==> src/rtl/arb_pkg.sv <==
// arb_pkg: shared types and helpers for the round-robin arbiter family
package arb_pkg;

    typedef enum logic {IDLE, GRANT} state_t;

    function automatic int idx_w(input int n);
        return (n < 2) ? 1 : $clog2(n);
    endfunction

    function automatic logic [31:0] onehot(input logic [4:0] i);
        return 32'd1 << i;
    endfunction

endpackage

==> src/rtl/rr_pick.sv <==
// rr_pick: combinational round-robin picker, first request at or after ptr with wrap-around
module rr_pick
    import arb_pkg::*;
#(
    parameter int N     = 4,
    parameter int IDX_W = idx_w(N)
) (
    input  logic [N-1:0]     req,
    input  logic [IDX_W-1:0] ptr,
    output logic [IDX_W-1:0] idx,
    output logic             found
);

    logic [N-1:0]   w_mask;
    logic [2*N-1:0] w_dbl;

    // Masked copy in the low half takes priority; unmasked copy in the high half supplies the wrap
    always_comb begin
        w_mask = '0;
        for (int i = 0; i < N; i++) w_mask[i] = (i >= int'(ptr));
        w_dbl = {req, req & w_mask};
        idx   = '0;
        for (int i = 2*N-1; i >= 0; i--) if (w_dbl[i]) idx = IDX_W'((i >= N) ? i - N : i);
        found = |req;
    end

endmodule

==> src/rtl/rr_arbiter_n.sv <==
// rr_arbiter_n: N-way round-robin arbiter with bounded grant hold and registered one-hot grant
module rr_arbiter_n
    import arb_pkg::*;
#(
    parameter  int N        = 4,
    parameter  int MAX_HOLD = 4,
    localparam int IDX_W    = idx_w(N)
) (
    input  logic             clk,
    input  logic             rst_n,
    input  logic [N-1:0]     req,
    output logic [N-1:0]     grant,
    output logic [IDX_W-1:0] grant_idx,
    output logic             grant_vld
);

    localparam int                HOLD_W    = idx_w(MAX_HOLD);
    localparam logic [IDX_W-1:0]  LAST_IDX  = IDX_W'(N - 1);
    localparam logic [HOLD_W-1:0] LAST_HOLD = HOLD_W'(MAX_HOLD - 1);

    state_t              r_state, w_next;
    logic [IDX_W-1:0]    r_ptr, r_idx, w_idx;
    logic [HOLD_W-1:0]   r_hold;
    logic [N-1:0]        r_grant;
    logic                r_vld, w_found, w_keep;
    logic [31:0]         w_oh;

    rr_pick #(.N(N)) u_pick (
        .req   (req),
        .ptr   (r_ptr),
        .idx   (w_idx),
        .found (w_found)
    );

    // State register
    always_ff @(posedge clk) begin
        if (!rst_n) r_state <= IDLE;
        else        r_state <= w_next;
    end

    // Next state and hold decision: holder keeps the grant until its hold window is spent
    always_comb begin
        w_next = IDLE;
        w_keep = 1'b0;
        w_oh   = onehot(5'(w_idx));
        w_keep = (r_state == GRANT) && req[r_idx] && (r_hold < LAST_HOLD);
        w_next = w_found ? GRANT : IDLE;
    end

    // Grant, pointer and hold counter registers; idle keeps the last index and the pointer
    always_ff @(posedge clk) begin
        if (!rst_n) begin
            r_grant <= '0;
            r_idx   <= '0;
            r_vld   <= 1'b0;
            r_ptr   <= '0;
            r_hold  <= '0;
        end else if (w_keep) begin
            r_hold  <= r_hold + 1'b1;
        end else if (w_found) begin
            r_grant <= w_oh[N-1:0];
            r_idx   <= w_idx;
            r_vld   <= 1'b1;
            r_ptr   <= (w_idx == LAST_IDX) ? '0 : w_idx + 1'b1;
            r_hold  <= '0;
        end else begin
            r_grant <= '0;
            r_vld   <= 1'b0;
        end
    end

    assign grant     = r_grant;
    assign grant_idx = r_idx;
    assign grant_vld = r_vld;

endmodule

==> config.mk <==
export PLATFORM = sky130hd
export DESIGN_NAME = rr_arbiter_n
export DESIGN_NICKNAME = d
export VERILOG_FILES = /design/src/rtl/arb_pkg.sv /design/src/rtl/rr_pick.sv /design/src/rtl/rr_arbiter_n.sv
export SDC_FILE = /design/constraint.sdc
export NUM_CORES = 1
export LEC_CHECK = 0
export BUFFER_PORTS_ARGS = -buffer_cell sky130_fd_sc_hd__buf_4
export CAP_MARGIN = 10
export CORE_AREA = 4 4 41 43
export DETAILED_ROUTE_END_ITERATION = 6
export DIE_AREA = 0 0 45 47
export PLACE_DENSITY_LB_ADDON = 0.15
export SETUP_SLACK_MARGIN = 0.05
export SYNTH_ARGS = -nofsm -noshare
export SYNTH_HDL_FRONTEND = slang
export SYNTH_SLANG_ARGS = --single-unit
==> constraint.sdc <==
create_clock -name clk -period 2.09 [get_ports clk]
set_clock_uncertainty 0.2 [all_clocks]
set_input_delay 0.3135 -clock clk [delete_from_list [all_inputs] [get_ports clk]]
set_output_delay 0.3135 -clock clk [all_outputs]
set_load 0.01 [all_outputs]
==> metrics <==
fill count=around 130; hold bufs inserted after CTS=0; wire per inst=approximately 13 um; top-area cell type share of the netlist area=0.364; Skew-Pair Late Insertion Delay=270 ps; P&R area growth vs syn=17.6%; DRT iter0 DRCs=4; clock sinks=12; Hold Worst Slack=approximately 100 ps; crit path max fanout=6; setup bufs post-CTS=0; core box area=between 0.001 and 0.0015 sq mm; status=completed; gr ovfl total=0; Worst-Margin Slew=roughly 540 ps; Critical Path End Type=register; Hold Vio Cnt, Final=0; DIE WIDTH=roughly 45 um; Mapped Cells=a little over 70; gr usage total=0.148; Clock transition at path regs=approximately 70 ps; final setup TNS=0 ps; r2r worst-path depth=6; Worst slew margin=0.637; worst r2r dst=r_ptr[1]; first-pass GRT wire length=about 2200 um; CTS H-tree lvls=1; WP data required=2040 ps; CP Depth=6; fin crit period=about 1900 ps; period utilization=0.908; unrepaired setup endpoints after global routing=false; critical path cell sequence=mux2i_1, nor2_1, or3_1, ha_1, nand3_1, a21oi_1; # DRC=0; post-synth cell types=26; final setup fails=0; crit-path leading delay family=simple AND/OR/NAND/NOR gates; # rows=13; Mapped Area=between 600 and 700 sq um; GP Congestion=0.731; Final Slew Violations=0; TritonCTS clock tree=built; Post-CTS Resized=0; Worst Hold End=grant_idx[1]; leading area contributor after synthesis=dfxtp_1; share of cells above drive strength 1=0.282; Longest Clk Path Bufs=2; Antenna Nets Post-Route=0; #FFs+latches synth=12; R2R Setup Slk=190 ps; DR vias=approximately 540; Top Ports=13; Leak=about 0.32 nW; Cell Pwr Density=a little under 800 mW/mm^2; DRT Wirelength=about 1300 um; vias in the first global route=a little over 500; # nets final=between 90 and 100; critical path's slowest cell=or3_1; CTS root buf=clkbuf_4; Avg Cell Area, Syn=9.16 sq um; Die Area=between 0.002 and 0.0025 sq mm; fmax=about 0.53 GHz; # diodes=0; Crit Reg-Reg Startpoint=r_ptr[1]; initial antenna violation count=0; min-delay src=rst_n; WP buf/inv=0; post-synthesis sequential area ratio=0.364; Ys Warns=0; Max-cap violations=0; First-pass DRT Iterations=4; worst path arrival time=1850 ps; Max stage delay on crit path=~450 ps; Worst Hold Class=input port to register; CTS Buf Count=3; Vias/cell=5.41; starting density of the core=0.507; Crit Path Class=register to register; Port Buffers=12; peak supply drop=a little over 0.4 mV; Hold Crit Depth=2; die height=47 um; Startpoint Class=register; pin count of the biggest net entering global routing=10; DPL Wire Length=approximately 900 um; synth top area cells=dfxtp_1, ha_1, a21oi_1, mux2i_1, nand2_1; Syn Nets=83
-- placed cells by master (no fill, tap or decap), types with 2 or more instances in the layout --
cell      synthesis  routed
a211oi_2          2       2
nand2_1           7       7
a21oi_1           8       8
buf_4             2      12
o21a_1            2       2
mux2i_1           3       3
o22a_1            2       2
clkbuf_4          0       3
nand3_1           5       5
dfxtp_1          12      12
inv_1             3       3
o21ai_1           2       2
a21oi_2           2       2
ha_1              5       5
nor2_1            5       5
-- per-stage QoR --
step | total power [mW] | std cells | utilization | setup slack [ps] | cell area (sq um)
2_1_floorplan | 0.413 | 72 | - | 317 | 659
4_1_cts | 0.611 | 100 | 0.596 | 196 | 776
3_3_place_gp | 0.470 | 97 | 0.579 | 251 | 753
5_1_grt | 0.647 | 100 | 0.596 | 62.4 | 776
3_5_place_dp | 0.471 | 97 | 0.579 | 214 | 753
6_report | 0.602 | 100 | 0.596 | 193 | 776
-- cells in the mapped netlist, drive strengths merged --
cell    number
or4          1
a211oi       2
o22a         2
o22ai        1
nor2         6
o21a         2
o211ai       1
nand3        5
inv          4
mux2i        3
a22oi        1
a31o         1
dfxtp       12
ha           5
nand3b       1
nand2        7
o21ai        2
or3b         1
a21oi       10
nand2b       1
buf          2
nor4         1
or3          1
-- kinds of logic after synthesis --
logic type                 after synthesis  synth area share
buffers and inverters                    6            0.0455
AOI/OAI and AO/OA                       22             0.256
adders and majority gates                5            0.0949
muxes                                    3            0.0455
and+or+nand+nor                         24             0.194
DFF                                     12             0.364
-- where the power goes --
part	total, mW	switching, mW	internal, mW	leakage, nW
registers	0.281	0.0239	0.258	0.0990
clock network	0.136	0.0695	0.0666	0.0138
logic	0.185	0.0985	0.0864	0.207
total	0.602	0.192	0.411	0.319
-- registers in the layout, summed over array words and instances, names as in the netlist --
| name | count |
|---|---|
| grant | 4 |
| grant_idx | 2 |
| grant_vld | 1 |
| r_hold | 2 |
| r_ptr | 2 |
| r_state | 1 |
-- worst max-delay path by stage --
stage	from	end	slack (ps)
6_report	r_ptr[1]	r_ptr[1]	190
2_1_floorplan	r_ptr[1]	r_ptr[1]	320
3_5_place_dp	r_ptr[1]	r_ptr[1]	210
3_3_place_gp	r_hold[0]	grant_idx[1]	250
4_1_cts	r_ptr[1]	r_ptr[1]	200
5_1_grt	r_ptr[1]	r_ptr[1]	60
-- cell type report --
| class | count | area [sq um] | share of cell area |
|---|---|---|---|
| Inverter | 4 | 15.0 | 0.0194 |
| Timing Repair Buffer | 12 | 90.1 | 0.116 |
| Multi-Input combinational cell | 54 | 389 | 0.502 |
| Tap cell | 15 | 18.8 | 0.0242 |
| Sequential cell | 12 | 240 | 0.310 |
| Clock buffer | 3 | 22.5 | 0.0290 |
-- layer usage --
layer | global-route usage | part of all wire | vias up
li1 | - | - | 287
met1 | 0.182 | 0.52 | 237
met2 | 0.223 | 0.40 | 12
met3 | 0.0383 | 0.054 | 5
met4 | 0.105 | 0.025 | 0
met5 | 0 | 0 | -
Power figures use the tool's default switching activity.
